<file path="src/rtl/legv8_ctrl_pkg.sv">
// Shared types and constants for the LEGv8 multi-cycle control FSM and opcode classifier.
// TRAP exists only when LEGV8_CTRL_ILLEGAL_TRAP_EN is defined.
package legv8_ctrl_pkg;

    localparam int OPC_W = 11;

    typedef enum logic [3:0] {
        IDLE     = 4'd0,
        FETCH    = 4'd1,
        DECODE   = 4'd2,
        EXEC_R   = 4'd3,
        EXEC_I   = 4'd4,
        MEM_ADDR = 4'd5,
        MEM_RD   = 4'd6,
        MEM_WR   = 4'd7,
        WB       = 4'd8,
        BRANCH   = 4'd9
`ifdef LEGV8_CTRL_ILLEGAL_TRAP_EN
        ,
        TRAP     = 4'd10
`endif
    } state_e;

    typedef enum logic [2:0] {
        CLS_OTHER = 3'd0,
        CLS_R     = 3'd1,
        CLS_I     = 3'd2,
        CLS_LD    = 3'd3,
        CLS_ST    = 3'd4,
        CLS_CBZ   = 3'd5,
        CLS_B     = 3'd6
    } opc_class_e;

    localparam logic [OPC_W-1:0] OPC_ADD  = 11'b10001011000;
    localparam logic [OPC_W-1:0] OPC_SUB  = 11'b11001011000;
    localparam logic [OPC_W-1:0] OPC_AND  = 11'b10001010000;
    localparam logic [OPC_W-1:0] OPC_ORR  = 11'b10101010000;
    localparam logic [OPC_W-1:0] OPC_ADDI = 11'b10010001000;
    localparam logic [OPC_W-1:0] OPC_SUBI = 11'b11010001000;
    localparam logic [OPC_W-1:0] MASK_I   = 11'b11111111110;
    localparam logic [OPC_W-1:0] OPC_LDUR = 11'b11111000010;
    localparam logic [OPC_W-1:0] OPC_STUR = 11'b11111000000;
    localparam logic [OPC_W-1:0] OPC_CBZ  = 11'b10110100000;
    localparam logic [OPC_W-1:0] MASK_CBZ = 11'b11111111000;
    localparam logic [OPC_W-1:0] OPC_B    = 11'b00010100000;
    localparam logic [OPC_W-1:0] MASK_B   = 11'b11111100000;

    localparam logic [1:0] ALU_ADD   = 2'b00;
    localparam logic [1:0] ALU_PASSB = 2'b01;
    localparam logic [1:0] ALU_FUNCT = 2'b10;

    localparam logic [1:0] EXT_I  = 2'b00;
    localparam logic [1:0] EXT_D  = 2'b01;
    localparam logic [1:0] EXT_B  = 2'b10;
    localparam logic [1:0] EXT_CB = 2'b11;

    function automatic logic [1:0] ext_sel_for(input opc_class_e cls);
        case (cls)
            CLS_LD, CLS_ST: ext_sel_for = EXT_D;
            CLS_B:          ext_sel_for = EXT_B;
            CLS_CBZ:        ext_sel_for = EXT_CB;
            default:        ext_sel_for = EXT_I;
        endcase
    endfunction

endpackage

</file>
<file path="src/rtl/legv8_opcode_classifier.sv">
// Combinational LEGv8 opcode -> instruction class decode.
// Kept standalone so the pipelined decoder can reuse it.
module legv8_opcode_classifier
    import legv8_ctrl_pkg::*;
(
    input  logic [OPC_W-1:0] opcode,
    output opc_class_e       cls
);

    always_comb begin
        cls = CLS_OTHER;
        if (opcode == OPC_ADD || opcode == OPC_SUB ||
            opcode == OPC_AND || opcode == OPC_ORR)
            cls = CLS_R;
        else if ((opcode & MASK_I) == OPC_ADDI || (opcode & MASK_I) == OPC_SUBI)
            cls = CLS_I;
        else if (opcode == OPC_LDUR)
            cls = CLS_LD;
        else if (opcode == OPC_STUR)
            cls = CLS_ST;
        else if ((opcode & MASK_CBZ) == OPC_CBZ)
            cls = CLS_CBZ;
        else if ((opcode & MASK_B) == OPC_B)
            cls = CLS_B;
    end

endmodule

</file>
<file path="src/rtl/legv8_multicycle_control.sv">
// Multi-cycle LEGv8 control FSM with a single memory-ready handshake.
// Define LEGV8_CTRL_ILLEGAL_TRAP_EN to trap unknown opcodes; otherwise they retire as NOPs.
//
// state    | meaning
// IDLE     | one cycle after reset release
// FETCH    | instruction read, waits for mem_ready, latches opcode class
// DECODE   | branch on latched class
// EXEC_R   | R-type ALU operation
// EXEC_I   | immediate ALU operation
// MEM_ADDR | LDUR/STUR address calculation
// MEM_RD   | data read, waits for mem_ready
// MEM_WR   | data write, waits for mem_ready
// WB       | register write-back
// BRANCH   | B / CBZ resolution
// TRAP     | unknown opcode, held until reset (trap build only)
module legv8_multicycle_control
    import legv8_ctrl_pkg::*;
(
    input  logic             clk,
    input  logic             rst_n,
    input  logic [OPC_W-1:0] opcode,
    input  logic             mem_ready,
    input  logic             alu_zero,
    output logic             pc_write,
    output logic             pc_src,
    output logic             ir_write,
    output logic             mem_read,
    output logic             mem_write,
    output logic             reg_write,
    output logic             mem_to_reg,
    output logic             alu_src_b,
    output logic [1:0]       alu_op,
    output logic [1:0]       ext_sel,
    output logic             illegal,
    output logic [3:0]       state_o
);

    state_e     state_q, state_nxt;
    opc_class_e cls_q, cls_nxt, cls_in;
    logic       taken;

    legv8_opcode_classifier u_classifier (
        .opcode (opcode),
        .cls    (cls_in)
    );

    always_comb begin
        state_nxt = state_q;
        cls_nxt   = cls_q;
        case (state_q)
            IDLE:   state_nxt = FETCH;
            FETCH: begin
                if (mem_ready) begin
                    state_nxt = DECODE;
                    cls_nxt   = cls_in;
                end
            end
            DECODE: begin
                case (cls_q)
                    CLS_R:          state_nxt = EXEC_R;
                    CLS_I:          state_nxt = EXEC_I;
                    CLS_LD, CLS_ST: state_nxt = MEM_ADDR;
                    CLS_CBZ, CLS_B: state_nxt = BRANCH;
`ifdef LEGV8_CTRL_ILLEGAL_TRAP_EN
                    default:        state_nxt = TRAP;
`else
                    default:        state_nxt = FETCH;
`endif
                endcase
            end
            EXEC_R, EXEC_I: state_nxt = WB;
            MEM_ADDR: state_nxt = (cls_q == CLS_LD) ? MEM_RD : MEM_WR;
            MEM_RD:   if (mem_ready) state_nxt = WB;
            MEM_WR:   if (mem_ready) state_nxt = FETCH;
            WB, BRANCH: state_nxt = FETCH;
`ifdef LEGV8_CTRL_ILLEGAL_TRAP_EN
            TRAP:     state_nxt = TRAP;
`endif
            default:  state_nxt = IDLE;
        endcase
    end

    // Moore outputs are registered from the next state so they line up with state_q.
    always_ff @(posedge clk or negedge rst_n) begin
        if (!rst_n) begin
            state_q    <= IDLE;
            cls_q      <= CLS_OTHER;
            mem_read   <= 1'b0;
            mem_write  <= 1'b0;
            reg_write  <= 1'b0;
            mem_to_reg <= 1'b0;
            alu_src_b  <= 1'b0;
            alu_op     <= ALU_ADD;
`ifdef LEGV8_CTRL_ILLEGAL_TRAP_EN
            illegal    <= 1'b0;
`endif
        end else begin
            state_q    <= state_nxt;
            cls_q      <= cls_nxt;
            mem_read   <= (state_nxt == FETCH) || (state_nxt == MEM_RD);
            mem_write  <= (state_nxt == MEM_WR);
            reg_write  <= (state_nxt == WB);
            mem_to_reg <= (state_nxt == WB) && (cls_nxt == CLS_LD);
            alu_src_b  <= (state_nxt == EXEC_I) || (state_nxt == MEM_ADDR);
            if (state_nxt == EXEC_R || state_nxt == EXEC_I)
                alu_op <= ALU_FUNCT;
            else if (state_nxt == BRANCH && cls_nxt == CLS_CBZ)
                alu_op <= ALU_PASSB;
            else
                alu_op <= ALU_ADD;
`ifdef LEGV8_CTRL_ILLEGAL_TRAP_EN
            illegal    <= (state_nxt == TRAP);
`endif
        end
    end

`ifndef LEGV8_CTRL_ILLEGAL_TRAP_EN
    assign illegal = 1'b0;
`endif

    // Handshake-qualified strobes; state_q is IDLE under reset so these clear at once.
    assign taken    = (state_q == BRANCH) &&
                      ((cls_q == CLS_B) || (cls_q == CLS_CBZ && alu_zero));
    assign ir_write = (state_q == FETCH) && mem_ready;
    assign pc_write = ir_write || taken;
    assign pc_src   = taken;
    assign ext_sel  = ext_sel_for(cls_q);
    assign state_o  = state_q;

endmodule
</file>
<file path="config.mk">
export PLATFORM = sky130hd
export DESIGN_NAME = legv8_multicycle_control
export DESIGN_NICKNAME = d
export VERILOG_FILES = /design/src/rtl/legv8_ctrl_pkg.sv /design/src/rtl/legv8_opcode_classifier.sv /design/src/rtl/legv8_multicycle_control.sv
export SDC_FILE = /design/constraint.sdc
export NUM_CORES = 1
export LEC_CHECK = 0
export BUFFER_PORTS_ARGS = -buffer_cell sky130_fd_sc_hd__buf_2
export CORE_UTILIZATION = 56
export CTS_BUF_LIST = sky130_fd_sc_hd__clkbuf_4 sky130_fd_sc_hd__clkbuf_8
export CTS_CLUSTER_DIAMETER = 100
export DETAILED_ROUTE_END_ITERATION = 7
export HOLD_SLACK_MARGIN = 0.08
export PLACE_DENSITY = 0.95
export SLEW_MARGIN = 5
export SYNTH_ARGS = -nofsm -noshare
export SYNTH_HDL_FRONTEND = slang
export SYNTH_HIERARCHICAL = 1
export SYNTH_SLANG_ARGS = --single-unit
export TNS_END_PERCENT = 20
</file>
<file path="constraint.sdc">
create_clock -name clk -period 4.3 [get_ports clk]
set_input_delay 1.29 -clock clk [delete_from_list [all_inputs] [get_ports clk]]
set_output_delay 1.29 -clock clk [all_outputs]
set_load 0.02 [all_outputs]
</file>
# After elaboration in Yosys (flattened, before gate mapping)

Cells that the tools add are included.

Add/sub/neg operators: 0
Multiply operators: 0
Divide/modulo/power cells: 0
$lt $le $gt $ge: 0
Equality and inequality tests: 35
Shifts and indexed selects: 0
Multiplexer cells: 17
Bitwise logic cells: 0
Reduce and logical (&&, ||, !) cells: 19

Operators by type and width:

| operator             | count |
|---|---|
| $eq 11x11->1 const B | 6 |
| $eq 4x3->1 const B   | 8 |
| $pmux 4 s7           | 1 |
| $mux 3               | 8 |
| $eq 10x10->1 const B | 2 |
| $eq 4x4->1 const B   | 4 |
| $pmux 4 s4           | 1 |
| $eq 3x3->1 const B   | 4 |
| $eq 4x2->1 const B   | 3 |
| $mux 4               | 3 |
| $eq 3x2->1 const B   | 3 |
| $logic_or 1x1->1     | 9 |
| $eq 4x1->1 const B   | 2 |
| $eq 8x8->1 const B   | 1 |
| $eq 6x3->1 const B   | 1 |
| $pmux 2 s3           | 1 |
| $reduce_or 2->1      | 3 |
| $logic_and 1x1->1    | 5 |
| $logic_not 4->1      | 1 |
| $eq 3x1->1 const B   | 1 |
| $reduce_or 3->1      | 1 |
| $mux 1               | 2 |
| $mux 2               | 1 |

Register bits: 14
Bits in latches: 0
Memory bits (writable): 0
Bits in read-only memories: 0
Input port bits: 15
Output and inout bits: 17
Logic and storage cells: 79
Memories kept: 0

# Longest topological paths before layout

Depth in word-level cells: 13
Gate-level depth with buffers: 6
Gate-level depth less buffers: 5

# Cells and area by module

The synthesis kept the hierarchy.

Modules (own cells, without submodules):

| module                   | instances | cells an instance | area each (um^2) | seq. area each (um^2) |
|---|---|---|---|---|
| legv8_multicycle_control | 1         | 85                | 843.3            | 350.3 |
| legv8_opcode_classifier  | 1         | 20                | 130.1            | 0.0 |

# Least setup slack after synthesis

Ideal clock, no wire load.

Kind: in2out
Start: in mem_ready
End: out pc_write
Arrival: 1,854 ps
Required time: 3,010 ps
Slack: 1,156 ps
Stages: 3
Buffers on the path: 0
Path through: and2b_2 nand2_1 o21ai_0

Word-level cells in the longest chain between the ends: 2

Ends and longest elaborated chain:

| item              | RTL line                        | text |
|---|---|---|
| from (decl)       | legv8_multicycle_control.sv:22  | `input logic mem_ready,` |
| $logic_and 1x1->1 | legv8_multicycle_control.sv:124 | `assign ir_write = (state_q == FETCH) && mem_ready;` |
| $logic_or 1x1->1  | legv8_multicycle_control.sv:125 | `assign pc_write = ir_write \|\| taken;` |
| to (decl)         | legv8_multicycle_control.sv:24  | `output logic pc_write,` |

No other way between the ends.

# Final worst setup path

Same ends and word-level chain as after synthesis.

==> flow_summary.json <==
{
  "grt_pass1_vias": 866,
  "ys_seq_area_frac": 0.360,
  "endpoint": "pc_write",
  "pwr-share-seq": 0.387,
  "post_cts_buffers": 0,
  "die_h_um": 43.7,
  "synth_cell_type_count": 42,
  "power_frac_comb": 0.434,
  "hold_depth": 1,
  "rsz0062_at_grt": "false",
  "syn_to_final_growth_pct": 16.7,
  "crit_type": "in -> out",
  "globalplace.congestion": 0.865,
  "post-route-period-util": 0.772,
  "wire_per_inst_um": 15.4,
  "post_cts_resized": 0,
  "regToRegStartpoint": "state_o[2]",
  "r2r_end": "alu_op[1]",
  "postRouteAntennaNets": 0,
  "crit_top_cell": "buf_2",
  "setup_viol": 0,
  "grt_pass1_wl_mm": 3.96,
  "crit_buf_inv": 2,
  "hpwl_mm": 1.80,
  "period_minus_slack_ps": 3320,
  "die_area_um2": 1910,
  "vias": 915,
  "grt_overflow": 0,
  "path_max_fanout": 5,
  "finalNetCount": 149,
  "multi_input_area_um2": 553,
  "die_w_um": 43.7,
  "worstSetupStartpoint": "mem_ready",
  "totalWireLength_mm": 2.29,
  "cts_tree": "done",
  "violations": "design-rule violations",
  "cts_max_level": 1,
  "cts_hold_buf": 0,
  "regToRegSetupSlack_ps": 2400,
  "p_int_w": 0.000297,
  "p_leak_nw": 0.547,
  "rr_worst_depth": 4,
  "status": "finished, violations left",
  "cp-start-kind": "input pin",
  "slowest_stage": "and2b_2",
  "path_cells": "buf_2 > and2b_2 > nand2_1 > o21ai_0 > buf_2",
  "powerDensity_nw_per_um2": 448,
  "io_pins": 32,
  "drt_iter0_drc": 16,
  "cp_num_cells": 5,
  "cts_buffers": 3,
  "hold_violations": 0,
  "hold_class": "reg -> reg",
  "clockRootBuffer": "clkbuf_4",
  "p_clk_frac": 0.179,
  "fp-row-count": 14,
  "critPathArrivalTime_ps": 2030,
  "holdWs_ps": 645,
  "p_sw_frac": 0.416,
  "end_kind": "output port",
  "viasPerCell": 6.14,
  "yosysWarnings": 6,
  "seq_area_um2": 350,
  "cts_buffer_depth": 2,
  "largest_reg_flops": 4,
  "syn-mean-instance-area_um2": 9.27,
  "clkLatencyLatePin_ps": 270,
  "synth_area_um2": 973,
  "grt_max_degree": 15,
  "place_area_um2": 1100,
  "cp_slowest_stage_delay_ps": 200,
  "portBuffers": 30,
  "core_um2": 1560,
  "final_cell_mix": "buf_2 (30), dfrtp_1 (14), nor2b_1 (9)",
  "fin_skew_ps": 0.581,
  "final_common_cell": "buf_2",
  "ys_seq_elements": 14,
  "diodes": 0,
  "grt_usage": 0.282,
  "drive_gt1_frac": 0.323,
  "tns_ps": 0,
  "crit_required_ps": 3010,
  "stdcell_area_um2": 1140,
  "synthesis.nets": 120,
  "clk_pin_slew_ps": 80,
  "fin_util": 0.729,
  "max_freq_mhz": 301,
  "cts_sinks": 14,
  "fill_cells": 116,
  "netSwitchingPower_w": 0.000211,
  "drc": 1,
  "vdd_drop_max_v": 0.000308,
  "first_pass_iters": 7,
  "antenna_found_initial": 0,
  "synth_cells": 105,
  "path_delay_family": "simple AND/OR/NAND/NOR gates",
  "cap_viol_max_count": 0,
  "slew_viol_final": 0,
  "start_util": 0.624
}
layout make-up:
| class | instances | share of cell area |
|---|---|---|
| repair buffers | 30 | 0.132 |
| inverters | 7 | 0.0231 |
| flip-flops and latches | 14 | 0.308 |
| well taps | 16 | 0.0176 |
| multi-input cells | 78 | 0.487 |
| clock buffers | 4 | 0.0319 |
logic make-up after synthesis:
logic type / Yosys count / synth area share
other cells: 1 / 0.00385
buf+inv: 13 / 0.0720
compound gates: 26 / 0.181
xor+xnor: 1 / 0.00900
flops: 14 / 0.360
simple gates: 45 / 0.319
mux: 5 / 0.0553
worst min path at each step:
stage               start    endpoint  slack (ps)
3_3_place_gp   state_o[3]  state_o[1]         610
4_1_cts        state_o[3]  state_o[1]         640
6_report       state_o[3]  state_o[1]         640
5_1_grt        state_o[3]  state_o[1]         680
2_1_floorplan    cls_q[0]    cls_q[0]         610
3_5_place_dp   state_o[3]  state_o[1]         640
worst register-to-register path, delay by kind of cell, from the launching register on:
family / cells / cell delay [ps]
flip-flops: 1 / 550
AND/OR/NAND/NOR: 2 / 790
AO/OA/AOI/OAI: 2 / 450
through the flow:
stage	power (W)	worst slack [ps]	instances
4_1_cts	0.000510	977	149
3_5_place_dp	0.000417	978	145
3_3_place_gp	0.000412	1000	145
5_1_grt	0.000544	903	149
2_1_floorplan	0.000373	1160	105
6_report	0.000509	981	149
cell usage after synthesis:
cell type,n,share of area
dfrtp_1,14,0.36
nor2b_1,9,0.058
inv_1,7,0.027
nor2_1,7,0.027
nand2_1,6,0.023
nor3b_1,6,0.046
a21oi_1,4,0.021
o21ai_0,4,0.021
o22ai_1,4,0.026
a31oi_1,3,0.019
buf_4,3,0.023
mux2_2,3,0.035
buf_2,2,0.010
mux2i_1,2,0.021
nand3_1,2,0.010
nand4b_1,2,0.018
o211ai_1,2,0.015
a211o_1,1,0.0090
a22oi_1,1,0.0077
a31o_1,1,0.0090
a31o_2,1,0.0090
a32o_1,1,0.010
a41oi_1,1,0.0090
and2_1,1,0.0064
and2_4,1,0.0090
and2b_2,1,0.0090
and3b_1,1,0.0090
and4_1,1,0.0090
buf_6,1,0.012
conb_1,1,0.0039
nand2b_1,1,0.0064
nand3b_1,1,0.0077
nand4bb_2,1,0.017
nor3_1,1,0.0051
nor4b_4,1,0.024
nor4bb_1,1,0.010
o2111ai_1,1,0.0090
o21a_1,1,0.0077
o311ai_0,1,0.0090
or3b_1,1,0.0090
or4b_4,1,0.014
xor2_1,1,0.0090
power by group through the flow:
stage / combinational, W / sequential [W] / clock (W)
2_1_floorplan: 0.000174 / 0.000199 / 0
3_3_place_gp: 0.000216 / 0.000196 / 0
3_5_place_dp: 0.000219 / 0.000198 / 0
4_1_cts: 0.000221 / 0.000195 / 0.0000942
5_1_grt: 0.000244 / 0.000201 / 0.0000994
6_report: 0.000221 / 0.000197 / 0.0000911
layer usage:
metal | vias up | track usage | wire (µm)
li1 | 440 | - | -
met1 | 425 | 0.390 | 1010
met2 | 40 | 0.457 | 1090
met3 | 10 | 0.0417 | 133
met4 | 0 | 0.0875 | 58
met5 | - | 0 | 0
Power figures use the tool's default switching activity.
